### src/rtl/parity_sched_pkg.sv
// Shared types, constants and the round-robin pick function for the parity scheduler.
package parity_sched_pkg;

  localparam int unsigned BEAT_W   = 3;
  localparam int unsigned MAX_REQ  = 16;
  localparam int unsigned MAX_ID_W = 4;

  typedef enum logic [1:0] {
    IDLE = 2'd0,
    BUSY = 2'd1,
    OUT  = 2'd2
  } state_e;

  // First set valid bit at or above ptr, wrapping at n; only the low n lanes count.
  function automatic logic [MAX_ID_W-1:0] rr_pick(input logic [MAX_REQ-1:0]  valid,
                                                  input logic [MAX_ID_W-1:0] ptr,
                                                  input int unsigned         n);
    logic [MAX_ID_W-1:0] pick;
    logic                found;
    logic [31:0]         idx;
    pick  = '0;
    found = 1'b0;
    for (int unsigned k = 0; k < MAX_REQ; k++) begin
      idx = (32'(ptr) + 32'(k)) % 32'(n);
      if (!found && (k < n) && valid[idx[MAX_ID_W-1:0]]) begin
        pick  = idx[MAX_ID_W-1:0];
        found = 1'b1;
      end
    end
    return pick;
  endfunction

endpackage

### src/rtl/parity_sched_if.sv
// Requester beat lanes and the tagged result channel of the parity scheduler.
interface parity_sched_if #(
  parameter int unsigned NUM_REQ = 4,
  parameter int unsigned ID_W    = $clog2(NUM_REQ)
) ();

  logic [NUM_REQ-1:0]   req_valid;
  logic [NUM_REQ-1:0]   req_ready;
  logic [3*NUM_REQ-1:0] req_data;
  logic [NUM_REQ-1:0]   req_last;
  logic                 res_valid;
  logic                 res_ready;
  logic                 res_parity;
  logic [ID_W-1:0]      res_id;

  modport master (
    output req_valid, req_data, req_last, res_ready,
    input  req_ready, res_valid, res_parity, res_id
  );

  modport slave (
    input  req_valid, req_data, req_last, res_ready,
    output req_ready, res_valid, res_parity, res_id
  );

endinterface

### src/rtl/parity_sched_xor3_parity.sv
// Shared combinational evaluator: parity of one 3-bit beat.
module xor3_parity
  import parity_sched_pkg::*;
(
  input  logic [BEAT_W-1:0] beat_i,
  output logic              parity_c_o
);

  assign parity_c_o = ^beat_i;

endmodule

### src/rtl/parity_sched.sv
// Round-robin scheduler sharing one xor3 evaluator; locks on a requester for a whole packet.
module parity_sched
  import parity_sched_pkg::*;
#(
  parameter int unsigned NUM_REQ = 4,
  parameter int unsigned ID_W    = $clog2(NUM_REQ)
) (
  input  logic           clk,
  input  logic           rst_n,
  parity_sched_if.slave  bus
);

  state_e             state_q, state_d;
  logic [ID_W-1:0]    grant_q, grant_d;
  logic [ID_W-1:0]    rr_ptr_q, rr_ptr_d;
  logic               acc_q, acc_d;
  logic [NUM_REQ-1:0] req_ready_q, req_ready_d;
  logic               res_valid_q, res_valid_d;
  logic               res_parity_q, res_parity_d;
  logic [ID_W-1:0]    res_id_q, res_id_d;

  logic [BEAT_W-1:0]  beat;
  logic               beat_par_c;
  logic               fire_c;
  logic               last_c;
  logic [ID_W-1:0]    pick_c;

  // Only the granted lane reaches the evaluator, so ignored lanes cannot leak X.
  always_comb begin
    beat = '0;
    for (int unsigned i = 0; i < NUM_REQ; i++) begin
      if (grant_q == ID_W'(i)) begin
        beat = bus.req_data[i*BEAT_W +: BEAT_W];
      end
    end
  end

  xor3_parity u_xor3 (
    .beat_i     (beat),
    .parity_c_o (beat_par_c)
  );

  // req_ready_q is one-hot on the grant in BUSY, so masking selects that lane's handshake.
  assign fire_c = |(req_ready_q & bus.req_valid);
  assign last_c = |(req_ready_q & bus.req_last);
  assign pick_c = ID_W'(rr_pick(MAX_REQ'(bus.req_valid), MAX_ID_W'(rr_ptr_q), NUM_REQ));

  always_comb begin
    state_d      = state_q;
    grant_d      = grant_q;
    rr_ptr_d     = rr_ptr_q;
    acc_d        = acc_q;
    req_ready_d  = req_ready_q;
    res_valid_d  = res_valid_q;
    res_parity_d = res_parity_q;
    res_id_d     = res_id_q;
    unique case (state_q)
      IDLE: begin
        if (|bus.req_valid) begin
          grant_d     = pick_c;
          acc_d       = 1'b0;
          req_ready_d = NUM_REQ'(1) << pick_c;
          state_d     = BUSY;
        end
      end
      BUSY: begin
        if (fire_c) begin
          if (last_c) begin
            res_parity_d = acc_q ^ beat_par_c;
            res_id_d     = grant_q;
            res_valid_d  = 1'b1;
            req_ready_d  = '0;
            state_d      = OUT;
          end else begin
            acc_d = acc_q ^ beat_par_c;
          end
        end
      end
      OUT: begin
        if (bus.res_ready) begin
          res_valid_d = 1'b0;
          rr_ptr_d    = (grant_q == ID_W'(NUM_REQ - 1)) ? '0 : grant_q + ID_W'(1);
          state_d     = IDLE;
        end
      end
      default: begin
        req_ready_d = '0;
        res_valid_d = 1'b0;
        state_d     = IDLE;
      end
    endcase
  end

  always_ff @(posedge clk or negedge rst_n) begin
    if (!rst_n) begin
      state_q      <= IDLE;
      grant_q      <= '0;
      rr_ptr_q     <= '0;
      acc_q        <= 1'b0;
      req_ready_q  <= '0;
      res_valid_q  <= 1'b0;
      res_parity_q <= 1'b0;
      res_id_q     <= '0;
    end else begin
      state_q      <= state_d;
      grant_q      <= grant_d;
      rr_ptr_q     <= rr_ptr_d;
      acc_q        <= acc_d;
      req_ready_q  <= req_ready_d;
      res_valid_q  <= res_valid_d;
      res_parity_q <= res_parity_d;
      res_id_q     <= res_id_d;
    end
  end

  assign bus.req_ready  = req_ready_q;
  assign bus.res_valid  = res_valid_q;
  assign bus.res_parity = res_parity_q;
  assign bus.res_id     = res_id_q;

endmodule

### src/flat_wrapper.sv
// flat-port wrapper written by rule: the top's interface ports become plain ports
module parity_sched_flat import parity_sched_pkg::*;
#(
  parameter int unsigned NUM_REQ = 4,
  parameter int unsigned ID_W    = $clog2(NUM_REQ)
)
  (clk, rst_n, bus_req_valid, bus_req_data, bus_req_last, bus_res_ready, bus_req_ready, bus_res_valid, bus_res_parity, bus_res_id);
  parity_sched_if #(.NUM_REQ(NUM_REQ), .ID_W(ID_W)) bus_i ();
  input  logic clk;
  input  logic rst_n;
  input wire logic [$bits(bus_i.req_valid)-1:0] bus_req_valid;
  input wire logic [$bits(bus_i.req_data)-1:0] bus_req_data;
  input wire logic [$bits(bus_i.req_last)-1:0] bus_req_last;
  input wire logic [$bits(bus_i.res_ready)-1:0] bus_res_ready;
  output wire logic [$bits(bus_i.req_ready)-1:0] bus_req_ready;
  output wire logic [$bits(bus_i.res_valid)-1:0] bus_res_valid;
  output wire logic [$bits(bus_i.res_parity)-1:0] bus_res_parity;
  output wire logic [$bits(bus_i.res_id)-1:0] bus_res_id;
  assign bus_i.req_valid = bus_req_valid;
  assign bus_i.req_data = bus_req_data;
  assign bus_i.req_last = bus_req_last;
  assign bus_i.res_ready = bus_res_ready;
  assign bus_req_ready = bus_i.req_ready;
  assign bus_res_valid = bus_i.res_valid;
  assign bus_res_parity = bus_i.res_parity;
  assign bus_res_id = bus_i.res_id;
  parity_sched #(.NUM_REQ(NUM_REQ), .ID_W(ID_W)) u_core (.clk(clk), .rst_n(rst_n), .bus(bus_i));
endmodule
### config.mk
export PLATFORM = sky130hd
export DESIGN_NAME = parity_sched_flat
export DESIGN_NICKNAME = d
export VERILOG_FILES = /design/src/rtl/parity_sched_pkg.sv /design/src/rtl/parity_sched_if.sv /design/src/rtl/parity_sched_xor3_parity.sv /design/src/rtl/parity_sched.sv /design/src/flat_wrapper.sv
export SDC_FILE = /design/constraint.sdc
export NUM_CORES = 1
export LEC_CHECK = 0
export CAP_MARGIN = 20
export CORE_MARGIN = 5
export CORE_UTILIZATION = 40
export CTS_CLUSTER_DIAMETER = 150
export CTS_CLUSTER_SIZE = 40
export DETAILED_ROUTE_END_ITERATION = 8
export PLACE_DENSITY = 0.7
export REMOVE_ABC_BUFFERS = 1
export SLEW_MARGIN = 40
export SYNTH_ARGS = -nofsm -noshare
export SYNTH_HDL_FRONTEND = slang
export SYNTH_SLANG_ARGS = --single-unit
### constraint.sdc
create_clock -name clk -period 1.74 [get_ports clk]
set_input_delay 0.522 -clock clk [delete_from_list [all_inputs] [get_ports clk]]
set_output_delay 0.522 -clock clk [all_outputs]
set_load 0.02 [all_outputs]
=== Word-level counts from Yosys, hierarchy flattened ===
Index checks and enable logic that the tools add are counted.

* Bits of input ports: 23
* Register bits after elaboration: 15
* Output and inout bits: 8
* Logic and storage cells: 89

* Add/subtract/negate cells: 4
* Muxes and demuxes: 37
* Reduce and logical (&&, ||, !) cells: 20
* Equality and inequality tests: 10
* Bitwise gates (word level): 5
* Magnitude comparators: 4
* Shift-type cells: 1

{| class="wikitable"
|+ Operators with widths
! cell !! count
|-
| less-than comparator 2 x 5 -> 1 bit (second input constant) || 4
|-
| two-way mux 2 bit || 9
|-
| AND reduction 4 bit || 4
|-
| two-way mux 1 bit || 13
|-
| two-way mux 3 bit || 4
|-
| two-way mux 4 bit || 3
|-
| one-hot mux 4 bit (3 select lines) || 1
|-
| OR reduction 4 bit || 3
|-
| bitwise AND 4 bit || 2
|-
| binary-select mux 1 bit (select 2 bit) || 4
|-
| equality test 2 bit (second input constant) || 3
|-
| != test 2 x 1 -> 1 bit (second input constant) || 3
|-
| one-hot mux 2 bit (3 select lines) || 1
|-
| adder 2 x 1 -> 2 bit (second input constant) || 2
|-
| adder 2 bit (second input constant) || 2
|-
| equality test 2 x 1 -> 1 bit (second input constant) || 2
|-
| logical NOT 2 bit || 2
|-
| != test 2 bit (second input constant) || 2
|-
| AND reduction 2 bit || 2
|-
| left shift 1 x 2 -> 4 bit (first input constant) || 1
|-
| logical AND 1 bit || 3
|-
| logical NOT 1 bit || 3
|-
| one-hot mux 1 bit (3 select lines) || 1
|-
| AND reduction 3 bit || 1
|-
| other kinds (5) || 6
|}

=== Depth between registers and ports, before layout ===
Gate-level depths: netlist of the first run.

* Depth after elaboration: 15
* Depth in mapped cells: 7
* Depth with buffers taken out: 7

=== Hierarchy ===
Synthesis of the first run repeated with hierarchy kept, for this count alone.

* Cells, all modules: 89
* Area, all modules: 962.2 um^2

{| class="wikitable"
|+ By module, submodules not included
! module !! cells an instance !! sequential area each (um^2) !! times used !! area each (um^2)
|-
| parity_sched || 88 || 375.4 || 1 || 938.4
|-
| xor3_parity || 1 || 0.0 || 1 || 23.8
|}

=== Worst setup path after synthesis of the first run ===
No wires, ideal clock.

* Path type: reg-to-reg
* Start: reg u_core.grant_q[0]
* End: reg u_core.acc_q
* Stages on the path, launching flop included: 7
* Clock period less this slack: 1.543 ns
* Setup slack: 0.197 ns
* Library setup time: 0.125 ns
* Required time: 1.615 ns
* Arrival time: 1.417 ns
* Buffers on the path: 0
* Cell sequence: dfrtp_1 -> ha_1 -> nor2b_1 -> a211oi_2 -> xor2_1 -> xnor2_1 -> o21ai_1

* Word-level cells in the longest chain between the ends: 10
* Elaborated cells on any way between the ends: 13
* Those cells by class: 3 x eq/ne; 7 x mux; 1 x bitwise; 2 x reduce/logical

{| class="wikitable"
|+ RTL lines
! item !! line !! source
|-
| start, declared || parity_sched.sv:14 || <nowiki>logic [ID_W-1:0] grant_q, grant_d;</nowiki>
|-
| start signal, assigned || parity_sched.sv:106 || <nowiki>grant_q <= grant_d;</nowiki>
|-
| logical NOT 2 bit || parity_sched.sv:32 || <nowiki>if (grant_q == ID_W'(i)) begin</nowiki>
|-
| two-way mux 3 bit (3 in series) || parity_sched.sv:32 ||
|-
| two-way mux 3 bit (*) || parity_sched.sv:32 ||
|-
| parity 3 bit (*) || parity_sched_xor3_parity.sv:9 || <nowiki>assign parity_c_o = ^beat_i;</nowiki>
|-
| XOR 1 bit (*) || parity_sched.sv:75 || <nowiki>acc_d = acc_q ^ beat_par_c;</nowiki>
|-
| two-way mux 1 bit (*) || parity_sched.sv:68 || <nowiki>if (last_c) begin</nowiki>
|-
| two-way mux 1 bit (*) || parity_sched.sv:67 || <nowiki>if (fire_c) begin</nowiki>
|-
| one-hot mux 1 bit (2 select lines) (*) || parity_sched.sv:57 || <nowiki>unique case (state_q)</nowiki>
|-
| end signal, assigned || parity_sched.sv:99 || <nowiki>acc_q <= 1'b0;</nowiki>
|-
| end signal, assigned || parity_sched.sv:108 || <nowiki>acc_q <= acc_d;</nowiki>
|-
| end, declared || parity_sched.sv:16 || <nowiki>logic acc_q, acc_d;</nowiki>
|}

Every way passes the cells marked *; elsewhere a longest branch is shown, timed or not. The select of a mux whose other input is x is not followed.
A chain may end at the register's enable or synchronous reset.

=== Worst setup path after layout of the first run ===
* Start: in bus_req_data[3]
* End: reg u_core.acc_q

* Word-level cells in the longest chain between the ends: 8

{| class="wikitable"
|+ RTL lines
! item !! line !! source
|-
| start, declared || flat_wrapper.sv:12 || <nowiki>input wire logic [$bits(bus_i.req_data)-1:0] bus_req_data;</nowiki>
|-
| two-way mux 3 bit (3 in series) || parity_sched.sv:32 ||
|-
| parity 3 bit || parity_sched_xor3_parity.sv:9 ||
|-
| XOR 1 bit || parity_sched.sv:75 ||
|-
| two-way mux 1 bit || parity_sched.sv:68 ||
|-
| two-way mux 1 bit || parity_sched.sv:67 ||
|-
| one-hot mux 1 bit (2 select lines) || parity_sched.sv:57 ||
|}

Every way passes these cells. The select of a mux whose other input is x is not followed.

==> results by group, run 1 <==
STA
  – Actual transition at the worst max-transition pin: 0.323 ns
  – Final clock period utilization by the worst path: 0.962
  – Setup skew after layout: 0.0106 ns
  – Slew headroom: 0.784
  – Final Critical Period: 1.67 ns
  – Pins over their slew limit: 0
  – Final hold vios: 0
  – Max Clk Rate: 597 MHz
  – Minimum hold slack: 0.481 ns
  – Setup-failing EPs final: 0

Detailed routing
  – Antenna-violating nets left: 0
  – Final wirelength: 2.51 mm
  – Detailed Routing Iterations Pass 1: 4
  – Via count: 904
  – 1st-iter DRT viols: 24
  – Mean number of vias per cell: 5.48
  – Routed wire length per instance: 15.2 um
  – Remaining DRCs: 0

Setup path
  – Critical Path End Type: register
  – Critical path peak fanout: 2
  – Category of the worst setup path launch point: input port
  – Arrival time of the worst setup path: 1.87 ns
  – Data required time of the worst path: 1.93 ns
  – Start-to-end type of the worst setup path: input port to register
  – Worst Reg-to-Reg Cells: 6

Place
  – Cell area reported after detailed placement: 1290 sq um
  – Count of port buffers added during placement: 30
  – Routability-driven placement congestion ratio: 0.893
  – Detailed placement HPWL: 1.90 mm

GRT
  – Wire length of the first global-routing pass: 3.98 mm
  – Number of antenna violations at the first check in global routing: 0
  – Number of global-route vias before repair: 889
  – Maximum number of pins on one net before global-route repair: 16
  – Combined global-route utilization of all metal layers: 0.153
  – Aggregate global routing overflow: 0

Synthesis
  – Share of Yosys cell area claimed by the top area cell type: 0.420
  – Number of enable-type register cells in the synthesized netlist: 0
  – Fraction of registers with async set or reset after synthesis: 1.00
  – Post-synthesis average cell area: 9.40 sq um
  – Commonest cells in the synthesized netlist: 15 x sky130_fd_sc_hd__dfrtp_1, 15 x sky130_fd_sc_hd__nand2_1, 10 x sky130_fd_sc_hd__o21ai_0
  – Synthesized instance count: 95
  – Synthesis Warnings: 0
  – FF+latch count, synth: 15
  – Synth top area cells: sky130_fd_sc_hd__dfrtp_1 42%, sky130_fd_sc_hd__nand2_1 6.3%, sky130_fd_sc_hd__ha_1 5.6%
  – Sequential share of the synthesized area: 0.420
  – Syn Std Cell Area: 893 sq um
  – Count of distinct cell types in the synthesized netlist: 29
  – Prevailing post-synth register cell: sky130_fd_sc_hd__dfrtp_1
  – Largest area contributor in the netlist: sky130_fd_sc_hd__dfrtp_1

CTS
  – Clock latency on the worst-skew pair: 0.30 ns
  – TritonCTS sink count: 15
  – Maximum root-to-sink buffer count: 2
  – Number of levels the H-tree was split into: 1
  – Postcts setup bufs: 0
  – Clock transition time at the flip-flop clock pins of the worst setup and hold paths: 0.11 ns
  – Num CTS Buffers: 3
  – CTS tree: done
  – Master cell of the clock root buffer: sky130_fd_sc_hd__clkbuf_4

Power
  – Sw power: 0.000805 W
  – Combinational power share: 0.543
  – Power share of the sequential group: 0.339
  – Switching share of power: 0.438
  – Leakage dissipation: 0.607 nW
  – Design internal power: 0.00103 W
  – Maximum ir drop on the vdd rail: 0.729 mV
  – Clock share of power: 0.117
  – Power density over the cells: 1350 nW/um^2

Floorplanning
  – Chip Width: 57.3 um
  – Cell row count: 17
  – Total core area: 2170 sq um
  – Number of top-level pins: 31
  – Die height: 57.3 um
  – Area enclosed by the die boundary: 3280 sq um
  – Initial Util: 0.412

Job
  – Count of max-cap constraint violations: 0

Final layout
  – Cell area after layout: 1360 sq um
  – Fill cell total of the finished layout: 212
  – Final net count: 165
  – Layout overhead on the synthesized area: 52.1%
  – Layout cell share with drive strength beyond 1: 0.190
  – N_diodes: 0

Min path
  – Worst min path class: register to register
  – Hold depth: 2

Run status
  – Result of the run: completed
-- per-stage QoR --
| stage | power (W) | util | instances | TNS [ns] | worst slack, ns |
|---|---|---|---|---|---|
| 2_1_floorplan | 0.00122 | - | 95 | 0 | 0.197 |
| 3_3_place_gp | 0.00159 | 0.594 | 161 | -2.00 | -0.284 |
| 3_5_place_dp | 0.00162 | 0.594 | 161 | -2.33 | -0.304 |
| 4_1_cts | 0.00178 | 0.605 | 165 | 0 | 0.0166 |
| 5_1_grt | 0.00197 | 0.626 | 165 | -0.0328 | -0.0321 |
| 6_report | 0.00184 | 0.626 | 165 | 0 | 0.0659 |
-- layout make-up --
type	count	area, sq um	area share
multi-input cells	77	552	0.406
flip-flops and latches	15	375	0.276
repair buffers	38	358	0.263
well taps	28	35.0	0.0258
clock buffers	3	22.5	0.0166
inverters	3	11.3	0.00829
clock inverters	1	5.00	0.00368
-- critical path, cell delays in order --
cell and delay (ns):
sky130_fd_sc_hd__clkdlybuf4s50_1 0.41, sky130_fd_sc_hd__xor2_1 0.17, sky130_fd_sc_hd__a211oi_1 0.29, sky130_fd_sc_hd__a21oi_1 0.14
sky130_fd_sc_hd__xnor2_1 0.23, sky130_fd_sc_hd__o21ai_1 0.10
-- power by group through the flow --
stage	clock network [W]	registers [W]	logic (W)
final	0.000215	0.000623	0.000997
after global routing	0.000232	0.000649	0.00109
after CTS	0.000214	0.000614	0.000951
after detailed placement	0	0.000625	0.000993
after global placement	0	0.000623	0.000963
after floorplan	0	0.000681	0.000538
-- per-layer routing --
layer,part of all wire,global-route usage,up-vias
met3,0.051,0.0430,4
li1,-,-,428
met2,0.54,0.279,25
met5,0,0,-
met4,0.0084,0.0265,0
met1,0.40,0.181,447
-- worst paths after layout --
kind	start	endpoint	slack, ns
max	bus_req_data[3]	u_core.acc_q	0.07
min	u_core.bus.res_id[0]	u_core.bus.res_id[0]	0.48
max reg2reg	u_core.grant_q[0]	u_core.acc_q	0.08
min reg2reg	u_core.bus.res_id[0]	u_core.bus.res_id[0]	0.48
max in group asynchronous	rst_n	u_core.rr_ptr_q[1]	1.01
min in group asynchronous	rst_n	u_core.bus.res_id[1]	0.53
-- sequential cells by signal, summed over array words and instances, names as in the netlist --
register and flops:
u_core.bus.res_id 2, u_core.rr_ptr_q 2, u_core.acc_q 1, u_core.bus.req_ready 4, u_core.grant_q 2, u_core.bus.res_valid 1
u_core.state_q 2, u_core.bus.res_parity 1
-- what timing repair did --
| item | 4_1_cts | 5_1_grt |
|---|---|---|
| hold buffers | 0 | 0 |
| cloned | 0 | 0 |
| gates resized for setup | 9 | 16 |
| pin swaps | 0 | 1 |
| endpoints found under the hold margin | 0 | 0 |
| endpoints found under the setup margin | 12 | 8 |
-- placed cells by master, fill, tap and decap left out --
cell | Yosys | routed
sky130_fd_sc_hd__a211oi_1 | 2 | 2
sky130_fd_sc_hd__a211oi_2 | 2 | 2
sky130_fd_sc_hd__a21oi_1 | 4 | 4
sky130_fd_sc_hd__a22o_1 | 1 | 1
sky130_fd_sc_hd__a22oi_1 | 5 | 5
sky130_fd_sc_hd__a311oi_1 | 1 | 1
sky130_fd_sc_hd__and3_1 | 1 | 1
sky130_fd_sc_hd__buf_4 | 0 | 8
sky130_fd_sc_hd__clkbuf_4 | 0 | 3
sky130_fd_sc_hd__clkdlybuf4s50_1 | 0 | 19
sky130_fd_sc_hd__clkinv_2 | 0 | 1
sky130_fd_sc_hd__dfrtp_1 | 15 | 15
sky130_fd_sc_hd__dlygate4sd2_1 | 0 | 8
sky130_fd_sc_hd__dlymetal6s2s_1 | 0 | 3
sky130_fd_sc_hd__ha_1 | 4 | 1
sky130_fd_sc_hd__ha_2 | 0 | 3
sky130_fd_sc_hd__inv_1 | 3 | 1
sky130_fd_sc_hd__inv_2 | 0 | 2
sky130_fd_sc_hd__mux2_2 | 1 | 1
sky130_fd_sc_hd__mux2i_1 | 1 | 1
sky130_fd_sc_hd__nand2_1 | 15 | 15
sky130_fd_sc_hd__nand2b_1 | 3 | 3
sky130_fd_sc_hd__nand2b_4 | 1 | 1
sky130_fd_sc_hd__nand3_1 | 1 | 1
sky130_fd_sc_hd__nand3b_1 | 4 | 4
sky130_fd_sc_hd__nor2_1 | 3 | 3
sky130_fd_sc_hd__nor2b_1 | 3 | 3
sky130_fd_sc_hd__nor3_2 | 0 | 1
sky130_fd_sc_hd__nor3b_2 | 0 | 1
sky130_fd_sc_hd__nor4_4 | 0 | 1
sky130_fd_sc_hd__o21ai_0 | 10 | 7
sky130_fd_sc_hd__o21ai_1 | 2 | 5
sky130_fd_sc_hd__o22a_1 | 1 | 1
sky130_fd_sc_hd__o22ai_2 | 0 | 2
sky130_fd_sc_hd__o31ai_1 | 1 | 1
sky130_fd_sc_hd__xnor2_1 | 3 | 3
sky130_fd_sc_hd__xor2_1 | 3 | 3
-- cell families after synthesis --
kind of cell               Yosys count  synth area share
xor gates and xnor gates             6            0.0588
and+or+nand+nor                     34             0.200
adders and majority gates            4            0.0560
AOI/OAI and AO/OA                   31             0.228
buffers and inverters                3            0.0126
DFF                                 15             0.420
muxes                                2            0.0238
(Power assumes the default switching activity.)
==> run 2, diff against run 1 <==
Settings changed: ABC_CLOCK_PERIOD_IN_PS from default to 1740.
==> results of run 2 <==
Same layout as run 1: the final DEF is identical, and so are final timing and power.
